[src/rtl/axi_interconnect_crossbar_mresp_route_pkg.sv]
// Shared constants and helpers for the crossbar master-side stages.
// Channel widths match the slave-request arbiter feeding this stage.
package axi_interconnect_crossbar_mresp_route_pkg;

    localparam int XBAR_NUM_SLAVE       = 4;
    localparam int XBAR_WIDTH_ADDRINFO  = 64;
    localparam int XBAR_WIDTH_RESPINFO  = 48;
    localparam int XBAR_NUM_OUTSTANDING = 4;

    // Bits needed to hold value (minimum 1), so log2(n-1) sizes an index.
    function automatic int log2(input int value);
        int r;
        r = 1;
        for (int i = 1; i < 31; i++) begin
            if ((value >> i) != 0) begin
                r = i + 1;
            end
        end
        return r;
    endfunction

endpackage

[src/rtl/axi_interconnect_crossbar_order_fifo.sv]
// In-order tracking FIFO of slave indices, register based, show-ahead.
// Push and pop may coincide at any fill level, including full.
module axi_interconnect_crossbar_order_fifo #(
    parameter int WIDTH = 2,
    parameter int DEPTH = 4,
    parameter int PTR_W = 2
) (
    input  logic             clk_sys,
    input  logic             rst_n,
    input  logic             push,
    input  logic [WIDTH-1:0] push_data,
    input  logic             pop,
    output logic [WIDTH-1:0] head_data
);

    logic [PTR_W-1:0] wr_ptr_q;
    logic [PTR_W-1:0] wr_ptr_d;
    logic [PTR_W-1:0] rd_ptr_q;
    logic [PTR_W-1:0] rd_ptr_d;
    logic [WIDTH-1:0] mem_q [DEPTH];
    logic [WIDTH-1:0] mem_d [DEPTH];

    // DEPTH is a power of two, so pointers wrap by plain overflow.
    always_comb begin
        wr_ptr_d = wr_ptr_q + PTR_W'(push);
        rd_ptr_d = rd_ptr_q + PTR_W'(pop);
        mem_d    = mem_q;
        if (push) begin
            mem_d[wr_ptr_q] = push_data;
        end
    end

    assign head_data = mem_q[rd_ptr_q];

    always_ff @(posedge clk_sys or negedge rst_n) begin
        if (!rst_n) begin
            wr_ptr_q <= '0;
            rd_ptr_q <= '0;
            mem_q    <= '{default: '0};
        end else begin
            wr_ptr_q <= wr_ptr_d;
            rd_ptr_q <= rd_ptr_d;
            mem_q    <= mem_d;
        end
    end

endmodule

[src/rtl/axi_interconnect_crossbar_mresp_route.sv]
// Master-port stage: registers arbitrated requests toward the master,
// tracks issue order and routes master responses back to the slaves.
module axi_interconnect_crossbar_mresp_route
    import axi_interconnect_crossbar_mresp_route_pkg::*;
#(
    parameter int MODE_READ         = 1,
    parameter int NUM_SLAVE         = XBAR_NUM_SLAVE,
    parameter int WIDTH_ADDRINFO    = XBAR_WIDTH_ADDRINFO,
    parameter int WIDTH_RESPINFO    = XBAR_WIDTH_RESPINFO,
    parameter int NUM_OUTSTANDING   = XBAR_NUM_OUTSTANDING,
    parameter int WIDTH_OUTSTANDING = log2(NUM_OUTSTANDING - 1),
    parameter int WIDTH_SLAVE       = log2(NUM_SLAVE - 1)
) (
    input  logic                                clk_sys,
    input  logic                                rst_n,
    input  logic [WIDTH_ADDRINFO+WIDTH_SLAVE-1:0] addr_info,
    input  logic                                addr_valid,
    output logic                                addr_ready,
    output logic [WIDTH_ADDRINFO-1:0]           m_addr_info,
    output logic                                m_addr_valid,
    input  logic                                m_addr_ready,
    input  logic [WIDTH_RESPINFO-1:0]           m_resp_info,
    input  logic                                m_resp_valid,
    output logic                                m_resp_ready,
    output logic [NUM_SLAVE*WIDTH_RESPINFO-1:0] s_resp_info,
    output logic [NUM_SLAVE-1:0]                s_resp_valid,
    input  logic [NUM_SLAVE-1:0]                s_resp_ready,
    output logic [WIDTH_OUTSTANDING:0]          outstanding,
    output logic                                resp_orphan
);

    localparam int CNT_W = WIDTH_OUTSTANDING + 1;
    localparam logic [CNT_W-1:0] CNT_FULL = CNT_W'(NUM_OUTSTANDING);

    logic [WIDTH_ADDRINFO-1:0] m_addr_info_q;
    logic [WIDTH_ADDRINFO-1:0] m_addr_info_d;
    logic                      m_addr_valid_q;
    logic                      m_addr_valid_d;
    logic [CNT_W-1:0]          outstanding_q;
    logic [CNT_W-1:0]          outstanding_d;
    logic                      resp_orphan_q;
    logic                      resp_orphan_d;

    logic                      accept;
    logic                      complete;
    logic                      empty;
    logic                      last;
    logic                      sel_ready;
    logic [WIDTH_SLAVE-1:0]    head;

    axi_interconnect_crossbar_order_fifo #(
        .WIDTH (WIDTH_SLAVE),
        .DEPTH (NUM_OUTSTANDING),
        .PTR_W (WIDTH_OUTSTANDING)
    ) u_order_fifo (
        .clk_sys   (clk_sys),
        .rst_n     (rst_n),
        .push      (accept),
        .push_data (addr_info[WIDTH_SLAVE-1:0]),
        .pop       (complete),
        .head_data (head)
    );

    always_comb begin
        empty      = (outstanding_q == '0);
        addr_ready = (~m_addr_valid_q | m_addr_ready)
                   & (outstanding_q != CNT_FULL);
        accept     = addr_valid & addr_ready;

        sel_ready    = 1'b0;
        s_resp_valid = '0;
        for (int i = 0; i < NUM_SLAVE; i++) begin
            if (head == WIDTH_SLAVE'(i)) begin
                sel_ready       = s_resp_ready[i];
                s_resp_valid[i] = m_resp_valid & ~empty;
            end
        end
        m_resp_ready = ~empty & sel_ready;

        // B channel has no last flag: every handshake ends a transaction.
        last     = (MODE_READ == 0) | m_resp_info[WIDTH_RESPINFO-1];
        complete = m_resp_valid & m_resp_ready & last;
    end

    always_comb begin
        m_addr_info_d  = m_addr_info_q;
        m_addr_valid_d = m_addr_valid_q;
        outstanding_d  = outstanding_q;
        resp_orphan_d  = m_resp_valid & empty;

        if (accept) begin
            m_addr_info_d  = addr_info[WIDTH_SLAVE +: WIDTH_ADDRINFO];
            m_addr_valid_d = 1'b1;
        end else if (m_addr_ready) begin
            m_addr_valid_d = 1'b0;
        end

        unique case ({accept, complete})
            2'b10:   outstanding_d = outstanding_q + 1'b1;
            2'b01:   outstanding_d = outstanding_q - 1'b1;
            default: outstanding_d = outstanding_q;
        endcase
    end

    always_ff @(posedge clk_sys or negedge rst_n) begin
        if (!rst_n) begin
            m_addr_info_q  <= '0;
            m_addr_valid_q <= 1'b0;
            outstanding_q  <= '0;
            resp_orphan_q  <= 1'b0;
        end else begin
            m_addr_info_q  <= m_addr_info_d;
            m_addr_valid_q <= m_addr_valid_d;
            outstanding_q  <= outstanding_d;
            resp_orphan_q  <= resp_orphan_d;
        end
    end

    assign m_addr_info  = m_addr_info_q;
    assign m_addr_valid = m_addr_valid_q;
    assign outstanding  = outstanding_q;
    assign resp_orphan  = resp_orphan_q;
    assign s_resp_info  = {NUM_SLAVE{m_resp_info}};

endmodule

[config.mk]
export PLATFORM = sky130hd
export DESIGN_NAME = axi_interconnect_crossbar_mresp_route
export DESIGN_NICKNAME = d
export VERILOG_FILES = /design/src/rtl/axi_interconnect_crossbar_mresp_route_pkg.sv /design/src/rtl/axi_interconnect_crossbar_order_fifo.sv /design/src/rtl/axi_interconnect_crossbar_mresp_route.sv
export SDC_FILE = /design/constraint.sdc
export NUM_CORES = 1
export LEC_CHECK = 0
export CORE_AREA = 4 4 148 150
export DETAILED_ROUTE_END_ITERATION = 10
export DIE_AREA = 0 0 152 154
export GPL_ROUTABILITY_DRIVEN = 0
export PLACE_DENSITY_LB_ADDON = 0.3
export REMOVE_ABC_BUFFERS = 1
export SYNTH_ARGS = -nofsm -noshare
export SYNTH_HDL_FRONTEND = slang
export SYNTH_SLANG_ARGS = --single-unit
[constraint.sdc]
create_clock -name clk_sys -period 3.7 [get_ports clk_sys]
set_input_delay 0.74 -clock clk_sys [delete_from_list [all_inputs] [get_ports clk_sys]]
set_output_delay 0.74 -clock clk_sys [all_outputs]
set_load 0.02 [all_outputs]
# Word level (Yosys, flattened, before mapping)
# Cells that the tools add are included.
dict set report classes {
  n_lt_le_gt_ge 3
  eq_ne 6
  n_mux 17
  addsub 4
  reduce_logical 5
  bitwise_logic 12
}
# operator n
set op_table {}
lappend op_table {{1-bit two-way mux} 10}
lappend op_table {{8-bit bitwise mux} 1}
lappend op_table {{1-bit AND} 7}
lappend op_table {{2-bit equality test (second input constant)} 3}
lappend op_table {{3-bit >= comparator (second input constant)} 2}
lappend op_table {{2-bit two-way mux} 3}
lappend op_table {{2-bit inverter with 3-bit output} 2}
lappend op_table {{3-bit case mux with 2 select lines} 1}
lappend op_table {{2-bit by 1-bit adder with 2-bit output} 2}
lappend op_table {{2-bit binary-select mux with 2-bit select} 1}
lappend op_table {{2-bit demux with 2-bit select} 1}
lappend op_table {{2-bit by 1-bit equality test with 1-bit output (second input constant)} 2}
lappend op_table {{2-bit nonzero test} 2}
lappend op_table {{3-bit by 1-bit adder with 3-bit output (second input constant)} 1}
lappend op_table {{3-bit logical NOT} 1}
lappend op_table {{3-bit by 1-bit < comparator with 1-bit output (second input constant)} 1}
lappend op_table {{3-bit != test (second input constant)} 1}
lappend op_table {{3-bit by 1-bit subtractor with 3-bit output (second input constant)} 1}
lappend op_table {{2-bit logical NOT} 1}
lappend op_table {{1-bit inverter} 2}
lappend op_table {{1-bit logical AND} 1}
lappend op_table {{1-bit bitwise OR} 1}
dict set report totals {
  elab_cells 57
  regBits 81
}

# Logic depth before layout (Yosys ltp)
dict set report depth {
  depth_word 14
  mapped_depth 10
  mapped_depth_nobuf 10
}

# Cells and area by module
# From an unflattened synthesis, not the netlist that was laid out.
dict set report hier_totals {
  cells_unflattened 390
  hier_area_um2 4909.7
}
# module instances seq_area_each_um2 area_per_inst_um2 cells_per_inst
set by_module_without_submodules {}
lappend by_module_without_submodules {axi_interconnect_crossbar_mresp_route 1 1726.7 4395.5 360}
lappend by_module_without_submodules {axi_interconnect_crossbar_order_fifo 1 300.3 514.2 30}

# Least setup slack after synthesis
# OpenSTA, ideal clock, no wires.
dict set report synth_timing {
  kind {register to register}
  from {reg u_order_fifo.rd_ptr_q[0]}
  to {reg outstanding_q[2] (netlist: outstanding[2])}
  arrival_ns 2.586
  synth_period_minus_slack_ns 2.665
  setup_time_ns 0.080
  required_ns 3.620
  n_path_buf 0
  setup_slack_ns 1.035
  path_stages_with_launch 11
  path_cell_list {dfrtp_1 > mux4_1 > inv_1 > mux2_4 > nor3b_2 > ha_1 > inv_1 > fa_1 > xor2_1 > nor2_1 > xor2_1}
}
dict set report synth_between {
  elab_chain_cells 14
  elab_cells_between_ends 19
  classes_between {eq/ne (5); mux (8); bitwise (4); reduce/logical (2)}
}
# element line_no
set synth_rtl {}
lappend synth_rtl {{start, declared} axi_interconnect_crossbar_order_fifo.sv:18} ;# logic [PTR_W-1:0] rd_ptr_q;
lappend synth_rtl {{start signal, assigned} axi_interconnect_crossbar_order_fifo.sv:42} ;# rd_ptr_q <= rd_ptr_d;
lappend synth_rtl {{2-bit inverter with 3-bit output (not written as such) (*)} axi_interconnect_crossbar_order_fifo.sv:33} ;# assign head_data = mem_q[rd_ptr_q];
lappend synth_rtl {{2-bit binary-select mux with 2-bit select (*)} axi_interconnect_crossbar_order_fifo.sv:33}
lappend synth_rtl {{2-bit two-way mux (not written as such) (*) (2 in a row)} axi_interconnect_crossbar_order_fifo.sv:33}
lappend synth_rtl {{2-bit logical NOT} axi_interconnect_crossbar_mresp_route.sv:73} ;# if (head == WIDTH_SLAVE'(i)) begin
lappend synth_rtl {{1-bit two-way mux (3 in a row)} axi_interconnect_crossbar_mresp_route.sv:73}
lappend synth_rtl {{1-bit two-way mux (*)} axi_interconnect_crossbar_mresp_route.sv:73}
lappend synth_rtl {{1-bit AND (*)} axi_interconnect_crossbar_mresp_route.sv:78} ;# m_resp_ready = ~empty & sel_ready;
lappend synth_rtl {{1-bit AND (*) (2 in a row)} axi_interconnect_crossbar_mresp_route.sv:82} ;# complete = m_resp_valid & m_resp_ready & last;
lappend synth_rtl {{2-bit by 1-bit equality test with 1-bit output or 2-bit equality test (tied branches)} axi_interconnect_crossbar_mresp_route.sv:98} ;# unique case ({accept, complete})
lappend synth_rtl {{3-bit case mux with 2 select lines or 2-bit nonzero test (tied branches)} n/a}
lappend synth_rtl {{end signal, assigned} axi_interconnect_crossbar_mresp_route.sv:114} ;# outstanding_q <= outstanding_d;
lappend synth_rtl {{end, declared} axi_interconnect_crossbar_mresp_route.sv:39} ;# logic [CNT_W-1:0] outstanding_q;
# Mark *: on every way between the ends. The rest lies on a longest branch, timed or not. The select of a mux whose other input is x is not followed.
# A chain may end at the register's enable or synchronous reset.

# Worst setup path in the final report
dict set report layout_timing {
  from {reg u_order_fifo.rd_ptr_q[0]}
  to {out m_resp_ready}
}
dict set report layout_between {
  elab_chain_cells 10
  elab_cells_between_ends 13
  classes_between {eq/ne (3); mux (7); bitwise (2); reduce/logical (1)}
}
# element line_no
set layout_rtl {}
lappend layout_rtl {{2-bit inverter with 3-bit output (not written as such) (*)} axi_interconnect_crossbar_order_fifo.sv:33}
lappend layout_rtl {{2-bit binary-select mux with 2-bit select (*)} axi_interconnect_crossbar_order_fifo.sv:33}
lappend layout_rtl {{2-bit two-way mux (not written as such) (*) (2 in a row)} axi_interconnect_crossbar_order_fifo.sv:33}
lappend layout_rtl {{2-bit logical NOT} axi_interconnect_crossbar_mresp_route.sv:73}
lappend layout_rtl {{1-bit two-way mux (3 in a row)} axi_interconnect_crossbar_mresp_route.sv:73}
lappend layout_rtl {{1-bit two-way mux (*)} axi_interconnect_crossbar_mresp_route.sv:73}
lappend layout_rtl {{1-bit AND (*)} axi_interconnect_crossbar_mresp_route.sv:78}
lappend layout_rtl {{end, declared} axi_interconnect_crossbar_mresp_route.sv:24} ;# output logic m_resp_ready,
# Marks and branches as above.

==> results by group <==
Timing
  – Fin crit share: 0.8762
  – Fmax: 0.3085 GHz
  – Final setup fails: 0
  – Endpoints failing hold: 0
  – Clock skew: 0.007492 ns
  – Minimum clock period after layout: 3.242 ns
  – Setup TNS: 0 ns
  – RSZ-0062 raised after global routing: false
  – Hold slack: roughly 0.47 ns
  – Slew Limit Fails: 0
  – Worst Tran Pin Value: 1.058 ns
  – Slew margin rel.: 0.2946

Synthesis
  – Yosys warnings: 0
  – Largest area contributor in the netlist: dfrtp_1
  – Top cells by area, synth: dfrtp_1 (43%), buf_4 (31%), nand2_1 (15%)
  – Sequential element share of the synthesized area: 0.4285
  – Post-synthesis cell count: 529
  – Mapped cell area: 4731 um2
  – Post-Syn Area per Cell: roughly 9 um2
  – Yosys cell types: 29
  – FF+latch count, synth: 81
  – Synth top area share: 0.4285

Critical path
  – Startpoint class of the critical path: flip-flop
  – Req. time, crit path: 2.96 ns
  – CP peak stage delay: about 0.61 ns
  – Crit path cell chain: mux4_1 > inv_1 > mux2_4 > nor2_1 > clkdlybuf4s50_1
  – End of the worst register-to-register path: outstanding[2]
  – Crit Path Max Fanout: 3
  – Reg2Reg Setup Slack: around 0.84 ns
  – WP depth: 5
  – Critical path endpoint: m_resp_ready
  – RR Startpoint: u_order_fifo.rd_ptr_q[0]
  – CP bufs+invs: 2
  – FF-to-FF path depth: 10
  – Crit path from: u_order_fifo.rd_ptr_q[0]
  – Critical Path AT: between 2 and 3 ns
  – CP Class: reg -> out
  – Critical-path top delay cell: mux4_1
  – CP delay by family, top: multiplexers
  – Crit end category: primary output

GRT
  – Vias in the first global route: 3,212
  – Global-route wire length before repair: 30,410 um
  – Largest net degree at the start of global routing: just over 80
  – All-layer global routing usage: 0.1906
  – GR Overflow Total: 0
  – Antenna violations before repair: 0

Clock network
  – Num CTS Buffers: 9
  – Worst-Skew Late Latency: 0.33 ns
  – Clk pin slew, worst setup/hold paths: 0.06 ns
  – Longest Clk Path Bufs: 2
  – Clk sinks: 81
  – CTS Hold Bufs: 0
  – Gates resized, CTS repair: 0
  – CTS tree: yes
  – Clk root buf: clkbuf_16
  – H-tree depth: 3
  – # Post-CTS Setup Buffers: 0

Placed design
  – Detail Placement HPWL: 19,440 um
  – Number of port buffers: around 150

Floorplanning
  – DIE HEIGHT: 154 um
  – FP Rows: 53
  – Initial Util: 0.2287
  – Ports: 390
  – Die Area: 23,410 um2
  – Core Region: between 20,000 and 25,000 um2
  – Die width: 152 um

Power and ir drop
  – Design Power: 4.748 mW
  – Power per cell area: 875.1 nW/um2
  – LEAKAGE: 2.502 nW
  – IR Drop Worst-Case VDD: 229.1 uV

Status
  – Outcome: complete, no violations

Route
  – First-pass detailed-route iteration total: 4
  – Vias: 3,157
  – Antenna viol nets, final: 0
  – Wire per inst: 30.09 um
  – DRT iter0 DRCs: 186
  – Final WL: 23,110 um
  – Via-per-instance ratio: 4.111
  – Drc violations: 0

Final layout
  – Fin nets: 617
  – Synth-to-layout area growth: 14.68%
  – Fill cells: 2,232
  – Util after Layout: 0.2622
  – Share of post-route cells with drive strength above 1: 0.05882
  – Ant. Diodes: 0

Run
  – Max-Cap Viols: 0

Hold path
  – Hold Path Class: reg -> reg
cells by family (layout without fill, tap and decap cells):
| logic type | after synthesis | count (layout) | share of synthesized area |
|---|---|---|---|
| simple gates | 214 | 214 | 0.1793 |
| buf+inv | 211 | 175 | 0.3330 |
| flops | 81 | 81 | 0.4285 |
| mux | 13 | 13 | 0.03676 |
| xor+xnor | 5 | 5 | 0.009256 |
| fa+ha+maj | 4 | 4 | 0.01217 |
| compound gates | 1 | 1 | 0.001057 |
synthesized netlist by cell type:
library cell and n:
nor3b_2 1, nand3_1 2, dfrtp_1 81, mux4_2 1, mux2_4 1, nor3_1 4, xnor2_1 1, nand3_2 1
mux4_1 1, ha_1 3, nand3b_1 1, clkbuf_1 1, or3b_1 1, nand2_1 195, nor2_1 4, mux2i_1 2
buf_6 5, mux2_2 8, o21ai_0 1, nor3b_1 1, buf_4 198, inv_1 4, buf_2 2, and2_1 2
fa_1 1, inv_2 1, xor2_1 4, or3_1 1, nand2b_1 1
worst register-to-register path, cell delays in order, from the launching register on:
cell,delay [ns]
dfrtp_1,0.40
mux4_1,0.61
inv_1,0.14
mux2_4,0.32
nor3b_2,0.24
ha_1,0.21
inv_1,0.06
fa_1,0.37
xor2_1,0.15
nor2_1,0.11
xor2_1,0.17
final cells by class:
cell class | instances | area [um2] | share of cell area
Sequential cell | 81 | 2027 | 0.3736
Timing Repair Buffer | 156 | 1567 | 0.2887
Multi-Input combinational cell | 237 | 1136 | 0.2094
Tap cell | 275 | 344.1 | 0.06342
Clock buffer | 11 | 242.7 | 0.04474
Clock inverter | 3 | 90.09 | 0.01661
Inverter | 5 | 18.77 | 0.003459
metrics by stage:
stage                     area, um2  instances  setup slack [ns]
after detailed placement       5092        754            0.6333
after CTS                      5425        768            0.4149
final                          5425        768            0.4581
after floorplan                3174        323            0.6060
after global routing           5425        768            0.3444
after global placement         5092        754            0.7163
how the worst min path moves through the flow:
stage	startpoint	end	slack (ns)	depth (start not counted)
after global placement	m_addr_info[58]	m_addr_info[58]	0.46	2
after floorplan	rst_n	m_addr_info[0]	0.44	0
final	m_addr_info[44]	m_addr_info[44]	0.47	2
after CTS	m_addr_info[44]	m_addr_info[44]	0.48	2
after detailed placement	m_addr_info[44]	m_addr_info[44]	0.46	2
after global routing	m_addr_info[15]	m_addr_info[15]	0.50	2
cells in the final DEF, fill, tap and decap left out, types with 2 or more instances in the layout:
cell type / synthesis / layout
nand2_1: 195 / 195
clkdlybuf4s50_1: 0 / 153
dfrtp_1: 81 / 81
clkbuf_16: 0 / 9
mux2_2: 8 / 8
inv_1: 4 / 4
xor2_1: 4 / 4
nor3_1: 4 / 4
nor2_1: 4 / 4
ha_1: 3 / 3
bufinv_16: 0 / 3
mux2i_1: 2 / 2
and2_1: 2 / 2
nand3_1: 2 / 2
buf_4: 198 / 2
per-layer routing:
layer	GRT usage	up-vias	share of wire
met5	0.08075	-	0.011
met3	0.1700	37	0.18
met2	0.3078	348	0.48
li1	-	1341	-
met4	0.1036	4	0.051
met1	0.1515	1427	0.28
flip-flops by register name, summed over array words and instances, names as in the netlist:
register and cells:
m_addr_info 64, m_addr_valid 1, outstanding 3, resp_orphan 1
u_order_fifo.mem_q 8, u_order_fifo.rd_ptr_q 2, u_order_fifo.wr_ptr_q 2
power breakdown:
part	switching [mW]	internal, mW
Combinational	1.14	1.02
Sequential	0.275	1.30
Clock	0.346	0.671
Total	1.76	2.99
Note: power is estimated with default switching activity, not from simulation.
